<file path="config.mk">
export PLATFORM = sky130hd
export DESIGN_NAME = prog_loader
export DESIGN_NICKNAME = d
export VERILOG_FILES = /design/src/rtl/prog_loader.sv
export SDC_FILE = /design/constraint.sdc
export NUM_CORES = 1
export LEC_CHECK = 0
export BUFFER_PORTS_ARGS = -buffer_cell sky130_fd_sc_hd__buf_4
export CORE_MARGIN = 2
export CORE_UTILIZATION = 30
export CTS_BUF_LIST = sky130_fd_sc_hd__clkbuf_8
export DETAILED_ROUTE_END_ITERATION = 6
export HOLD_SLACK_MARGIN = 0.06
export PLACE_DENSITY = 0.53
export SKIP_CTS_REPAIR_TIMING = 1
export SYNTH_ARGS = -nofsm -noshare
export SYNTH_HDL_FRONTEND = slang
export SYNTH_SLANG_ARGS = --single-unit
</file>
<file path="constraint.sdc">
create_clock -name clk -period 2 [get_ports clk]
set_clock_uncertainty 0.1 [all_clocks]
set_input_delay 0.4 -clock clk [delete_from_list [all_inputs] [get_ports clk]]
set_output_delay 0.4 -clock clk [all_outputs]
set_load 0.01 [all_outputs]
</file>
<file path="src/rtl/prog_loader.sv">
// Boot loader: assembles a LEN/HI/LO.../CSUM byte stream into 16-bit words and writes instruction memory.
// Latency: a memory write is issued one cycle after the LO byte of each word is accepted.
// Backpressure: rx_ready is high only in LEN/HI/LO/CSUM; the gap between bytes is unbounded.
module prog_loader #(
    parameter int ADDR_W = 5
) (
    input  logic              clk,
    input  logic              reset,
    input  logic              start,
    input  logic              rx_valid,
    input  logic [7:0]        rx_byte,
    output logic              rx_ready,
    output logic              mem_wr,
    output logic [ADDR_W-1:0] mem_addr,
    output logic [15:0]       mem_data,
    output logic              cpu_reset,
    output logic              done,
    output logic              error
);

    localparam int DEPTH = 1 << ADDR_W;
    // One extra bit so a full image of DEPTH words is representable.
    localparam int WC_W  = ADDR_W + 1;

    typedef enum logic [2:0] {
        S_IDLE,
        S_LEN,
        S_HI,
        S_LO,
        S_CSUM,
        S_DONE,
        S_ERR
    } state_t;

    state_t            state;
    state_t            state_nxt;
    logic              accept;
    logic              len_bad;
    logic              last_word;
    logic [WC_W-1:0]   nwords;
    logic [WC_W-1:0]   widx;
    logic [7:0]        hi_byte;
    logic [7:0]        csum;

    assign accept    = rx_valid && rx_ready;
    assign len_bad   = (rx_byte == 8'd0) || (int'({24'd0, rx_byte}) > DEPTH);
    assign last_word = (widx == nwords - WC_W'(1));

    // State register; reset wins over everything.
    always_ff @(posedge clk) begin
        if (reset) begin
            state <= S_IDLE;
        end else begin
            state <= state_nxt;
        end
    end

    // Next-state decode and state-derived status outputs.
    always_comb begin
        state_nxt = state;
        rx_ready  = 1'b0;
        done      = 1'b0;
        error     = 1'b0;
        cpu_reset = 1'b1;
        case (state)
            S_IDLE: begin
                if (start) state_nxt = S_LEN;
            end
            S_LEN: begin
                rx_ready = 1'b1;
                if (rx_valid) state_nxt = len_bad ? S_ERR : S_HI;
            end
            S_HI: begin
                rx_ready = 1'b1;
                if (rx_valid) state_nxt = S_LO;
            end
            S_LO: begin
                rx_ready = 1'b1;
                if (rx_valid) state_nxt = last_word ? S_CSUM : S_HI;
            end
            S_CSUM: begin
                rx_ready = 1'b1;
                if (rx_valid) state_nxt = (rx_byte == csum) ? S_DONE : S_ERR;
            end
            S_DONE: begin
                done      = 1'b1;
                cpu_reset = 1'b0;
                if (start) state_nxt = S_LEN;
            end
            S_ERR: begin
                error = 1'b1;
                if (start) state_nxt = S_LEN;
            end
            default: state_nxt = S_IDLE;
        endcase
    end

    // Datapath: word count, byte latch, running checksum and the registered write port.
    always_ff @(posedge clk) begin
        if (reset) begin
            nwords   <= '0;
            widx     <= '0;
            hi_byte  <= '0;
            csum     <= '0;
            mem_wr   <= 1'b0;
            mem_addr <= '0;
            mem_data <= '0;
        end else begin
            mem_wr <= 1'b0;
            case (state)
                S_IDLE, S_DONE, S_ERR: begin
                    if (start) begin
                        csum <= '0;
                        widx <= '0;
                    end
                end
                S_LEN: begin
                    if (accept && !len_bad) nwords <= WC_W'(rx_byte);
                end
                S_HI: begin
                    if (accept) begin
                        hi_byte <= rx_byte;
                        csum    <= csum ^ rx_byte;
                    end
                end
                S_LO: begin
                    if (accept) begin
                        csum     <= csum ^ rx_byte;
                        mem_wr   <= 1'b1;
                        // widx is below DEPTH here, so the truncation never wraps.
                        mem_addr <= widx[ADDR_W-1:0];
                        mem_data <= {hi_byte, rx_byte};
                        widx     <= widx + WC_W'(1);
                    end
                end
                default: ;
            endcase
        end
    end

endmodule
</file>
* Yosys cells after proc, flatten, opt, wreduce, memory -nomap -nowiden
Index checks and enable logic that the tools add are counted.
Cells by class: bitwise logic cells 2, $lt $le $gt $ge 1, reduce and logical (&&, ||, !) cells 18, add/sub/neg operators 2, multiplexer cells 20, equality and inequality tests 15
Operators with widths (count):
- two-way mux 3 bit | 7
- two-way mux 8 bit | 2
- case mux 8 bit (2 select lines) | 1
- case mux 3 bit (5 select lines) | 1
- two-way mux 6 bit | 2
- case mux 6 bit (2 select lines) | 1
- != test 2 bit (second input constant) | 5
- == test 3 bit (second input constant) | 3
- == test 8 bit | 1
- greater-than comparator 8 x 6 -> 1 bit (second input constant) | 1
- logical NOT 8 bit | 1
- bitwise XOR 8 bit | 1
- adder 6 x 1 -> 6 bit (second input constant) | 1
- == test 3 x 2 -> 1 bit (second input constant) | 2
- == test 6 bit | 1
- AND reduction 2 bit | 3
- AND reduction 3 bit | 2
- subtractor 6 x 1 -> 6 bit (second input constant) | 1
- two-way mux 1 bit | 5
- AND reduction 5 bit | 1
- != test 2 x 1 -> 1 bit (second input constant) | 2
- nonzero test 2 bit | 2
- OR reduction 2 bit | 2
- OR reduction 4 bit | 1
- 8 further kinds | 9
Word-level totals: output and inout bits 26, logic and storage cells 66, bits in registers 53, input port bits 12

* Longest topological paths before layout
depth in word-level cells 6, gate-level depth with buffers 8

* Least setup slack after synthesis
Ideal clock, no wire load.
kind input to register, from in rx_byte[3], to reg nwords[0], cell stages on the path 5, slack 0.021 ns, setup time 0.128 ns, data arrival time 1.752 ns, path through or4_1 > o21a_1 > nor3_4 > mux2i_1 > nor2_1
On the way: word-level cells in the longest chain between the ends 5, elaborated cells on any way between the ends 6
Ends and longest elaborated chain:
- from (decl) | RTL line 11 | input logic [7:0] rx_byte,
- greater-than comparator 8 x 6 -> 1 bit / logical NOT 8 bit (equally long branches) | RTL line 46 | assign len_bad = (rx_byte == 8'd0) || (int'({24'd0, rx_byte}) > DEPTH);
- logical OR 1 bit * | RTL line 46
- logical NOT 1 bit * | RTL line 118 | if (accept && !len_bad) nwords <= WC_W'(rx_byte);
- logical AND 1 bit * | RTL line 118
- AND reduction 2 bit (no source line) *
- to (signal assigned) | RTL line 118
- to (decl) | RTL line 40 | logic [WC_W-1:0] nwords;
Mark *: on every way between the ends. The rest lies on a longest branch, timed or not. A chain may end at the register's enable or synchronous reset.

* Worst setup path in the final report
from reg state[0], to out rx_ready
On the way: word-level cells in the longest chain between the ends 3, elaborated cells on any way between the ends 6
Ends and longest elaborated chain:
- from (decl) | RTL line 35 | state_t state;
- from (signal assigned) | RTL line 54 | state <= state_nxt;
- == test 3 x 2 -> 1 bit, or another cell as far along | RTL line 65 | case (state)
- OR reduction 4 bit (no source line) *
- two-way mux 1 bit * | RTL line 65
- to (decl) | RTL line 12 | output logic rx_ready,
Marked as above.

==> run summary <==
GRT
----------------------------------------------------------------------------------------------------
Pin count of the biggest net entering global routing ..................................           33
Global-route total usage across every layer ...........................................        0.141
Final global-route overflow total .....................................................            0
First-pass GRT wire length ............................................................     10100 um
Initial antenna violation count .......................................................            0
Vias in the first global route ........................................................         2085

ROUTING
----------------------------------------------------------------------------------------------------
Detailed-route vias per instance ......................................................         4.74
Routed Wire Length ....................................................................      6280 um
Routed length per placed instance .....................................................      12.8 um
DRC violations left ...................................................................            0
Routed vias ...........................................................................         2316
Count of routing violations after the opening detailed-route iteration ................          153
Total iterations of the first detailed-routing run ....................................            4
DRT antenna net count .................................................................            0

POWER AND IR DROP
----------------------------------------------------------------------------------------------------
Power density over the cells ..........................................................  663 mW/mm^2
Static leakage ........................................................................      1.17 nW
Worst ir drop on vdd ..................................................................       261 uV
Total Power Consumption ...............................................................      2.10 mW

SYNTH
----------------------------------------------------------------------------------------------------
Most used standard cell by instance count after synthesis ............................. sky130_fd_sc_hd__nand2_1
Seq cells post-synth ..................................................................           53
Syn_nets ..............................................................................          348
Synth top area share ..................................................................        0.419
Netlist cell types ....................................................................           39
Most used DFF post-synth .............................................................. sky130_fd_sc_hd__dfxtp_1
Share of flip-flops with an asynchronous set or reset after synthesis .................            0
Number of enable flip-flop cells after synthesis ......................................            0
Sequential element share of the synthesized area ......................................        0.419
Number of instances in the synthesized netlist ........................................          334
Avg Inst Size Synth ...................................................................   7.59 sq um
Most numerous cell types in the synthesized netlist ................................... sky130_fd_sc_hd__nand2_1, sky130_fd_sc_hd__dfxtp_1, sky130_fd_sc_hd__a21oi_1, sky130_fd_sc_hd__nor2_1, sky130_fd_sc_hd__clkbuf_1
Cell area after technology mapping .................................................... 0.00253 sq mm
Cell type contributing the most total cell area after synthesis ....................... sky130_fd_sc_hd__dfxtp_1
Synth warn ............................................................................            0
Top cells by area, synth .............................................................. sky130_fd_sc_hd__dfxtp_1, sky130_fd_sc_hd__nand2_1, sky130_fd_sc_hd__a21oi_1, sky130_fd_sc_hd__xnor2_1, sky130_fd_sc_hd__nor2_1

WORST SETUP PATH
----------------------------------------------------------------------------------------------------
Endpoint class of the critical path ...................................................   output pin
Worst r2r src .........................................................................      csum[7]
Setup slack of the most critical reg-to-reg path ......................................      0.18 ns
Worst Path Required ...................................................................      1.50 ns
Cells on worst reg2reg path ...........................................................            5
Worst Path Max Fanout .................................................................            8
Crit Path Class ....................................................................... flip-flop to output pin
Launching element type of the critical path ...........................................    flip-flop
Reg-to-Reg End ........................................................................     state[1]
Crit path DAT .........................................................................      1.33 ns

TIMING
----------------------------------------------------------------------------------------------------
Minimum setup slack in the final design ...............................................     0.166 ns
Final hold vios .......................................................................            0
Highest clock frequency the design can meet ...........................................      545 MHz
Pins over their slew limit ............................................................            0
Setup-failing EPs final ...............................................................            0
Worst slew pin tran ...................................................................     0.377 ns
Unrepaired setup endpoints after global routing .......................................        false
Final cycle utilization of the critical path ..........................................        0.917
Final period demand of the worst path .................................................      1.83 ns
Max-slew headroom at the worst pin ....................................................        0.745
Post-route worst hold slack ...........................................................     0.262 ns
Setup_tns .............................................................................         0 ns

MIN PATH
----------------------------------------------------------------------------------------------------
Source of the worst hold timing path ..................................................   rx_byte[3]
Hold Path Stages ......................................................................            3
Hold WC Path Type ..................................................................... input pin to flip-flop
Capture endpoint of the worst hold path ...............................................  mem_data[3]

PLACED DESIGN
----------------------------------------------------------------------------------------------------
Post-Place Cell Area .................................................................. 0.00308 sq mm
Last weighted congestion value of the routability-driven placer .......................        0.840
Half-perimeter wire length after detailed placement ...................................      4680 um
Port-buffer cells .....................................................................           37
Pre-CTS setup slack ...................................................................    -0.138 ns

FINAL LAYOUT
----------------------------------------------------------------------------------------------------
Share of cells above drive strength 1 .................................................        0.190
Synth-to-Final Area Change ............................................................        25.0%
Design area ........................................................................... 0.00317 sq mm
Antenna diode count ...................................................................            0
Fin nets ..............................................................................          398

CTS
----------------------------------------------------------------------------------------------------
CTS tree ..............................................................................          yes
TritonCTS Buffers .....................................................................            5
Number of clock sinks .................................................................           53
Clock-pin slew reported for the worst setup and hold paths after clock tree synthesis .      0.09 ns
Worst skew pair latency ...............................................................      0.30 ns
H-tree depth reported by CTS ..........................................................            2
Maximum buffer depth of the clock tree ................................................            2
Cell chosen for the clock root ........................................................ sky130_fd_sc_hd__clkbuf_8

STATUS
----------------------------------------------------------------------------------------------------
Run status ............................................................................ finished clean

DIE
----------------------------------------------------------------------------------------------------
CORE AREA ............................................................................. 0.00822 sq mm
FP Rows ...............................................................................           33
Effective utilization at floorplan ....................................................        0.309
Die height ............................................................................      95.9 um
Horizontal die dimension ..............................................................      95.9 um
Die area .............................................................................. 0.00920 sq mm
Ports placed on the boundary ..........................................................           38

FLOW RUN
----------------------------------------------------------------------------------------------------
Count of maximum capacitance violations ...............................................            0

-- worst max-delay path: stages, from the launching register on --
cell,delay (ns)
sky130_fd_sc_hd__dfxtp_2,0.38
sky130_fd_sc_hd__buf_4,0.17
sky130_fd_sc_hd__nor2_1,0.19
sky130_fd_sc_hd__xnor2_1,0.15
sky130_fd_sc_hd__buf_4,0.14
-- stage by stage --
stage / instances / utilization
2_1_floorplan: 334 / -
3_3_place_gp: 482 / 0.375
3_5_place_dp: 482 / 0.375
4_1_cts: 489 / 0.385
5_1_grt: 489 / 0.386
6_report: 489 / 0.386
-- layout by cell type (no fill, tap or decap), types with 3 or more instances in the layout --
cell	synthesis	final
sky130_fd_sc_hd__mux2i_1	8	8
sky130_fd_sc_hd__nor2b_1	12	12
sky130_fd_sc_hd__nor2_1	26	26
sky130_fd_sc_hd__or4_1	3	3
sky130_fd_sc_hd__nand2_1	75	75
sky130_fd_sc_hd__buf_4	0	63
sky130_fd_sc_hd__dfxtp_1	53	52
sky130_fd_sc_hd__nand3_1	4	4
sky130_fd_sc_hd__a21oi_1	45	45
sky130_fd_sc_hd__o21ai_0	18	18
sky130_fd_sc_hd__nand2b_1	9	9
sky130_fd_sc_hd__nor3_1	4	4
sky130_fd_sc_hd__a211oi_1	3	3
sky130_fd_sc_hd__clkbuf_8	0	6
sky130_fd_sc_hd__xnor2_1	14	14
sky130_fd_sc_hd__inv_1	9	10
-- power by group --
part           leakage [nW]  internal [mW]  total (mW)  switching (mW)
sequential            0.428           1.08        1.11          0.0262
combinational         0.696          0.170       0.386           0.215
clock                0.0485          0.271       0.606           0.335
total                  1.17           1.52        2.10           0.577
-- sequential cells by signal, summed over array words and instances, names as in the netlist --
signal    cells
csum          8
hi_byte       8
mem_addr      5
mem_data     16
mem_wr        1
nwords        6
state         3
widx          6
-- cells by family after synthesis --
group	count (synthesis)	share of synthesized area
fa+ha+maj	2	0.00987
buf+inv	30	0.0444
compound gates	79	0.175
mux	8	0.0316
flops	53	0.419
simple gates	147	0.269
xor+xnor	15	0.0518
-- final cells by class --
class                      count  area [sq um]
sequential                    53          1060
inverter                       9          33.8
tap                          105           131
fill                         880          5050
clock inverter                 1          3.75
multi-input combinational    251          1360
clock buffer                   6          82.6
timing repair buffer          64           493
-- how the worst max path moves through the flow --
stage,start,end,slack (ns),cells after the start
after global placement,rx_byte[3],nwords[2],-0.11,7
after global routing,csum[6],state[1],0.04,5
after CTS,state[0],done,0.08,5
final,state[0],rx_ready,0.17,4
after detailed placement,rx_byte[3],nwords[5],-0.14,7
after floorplan,rx_byte[3],nwords[0],0.02,5
-- layer usage --
metal	global-route usage	wire (um)	up-vias
met1	0.196	3160	1074
met2	0.228	2890	27
met5	0	0	-
met4	0.0286	40	0
met3	0.0258	190	5
li1	-	-	1210
No activity file was read; power rests on OpenSTA's default activity.
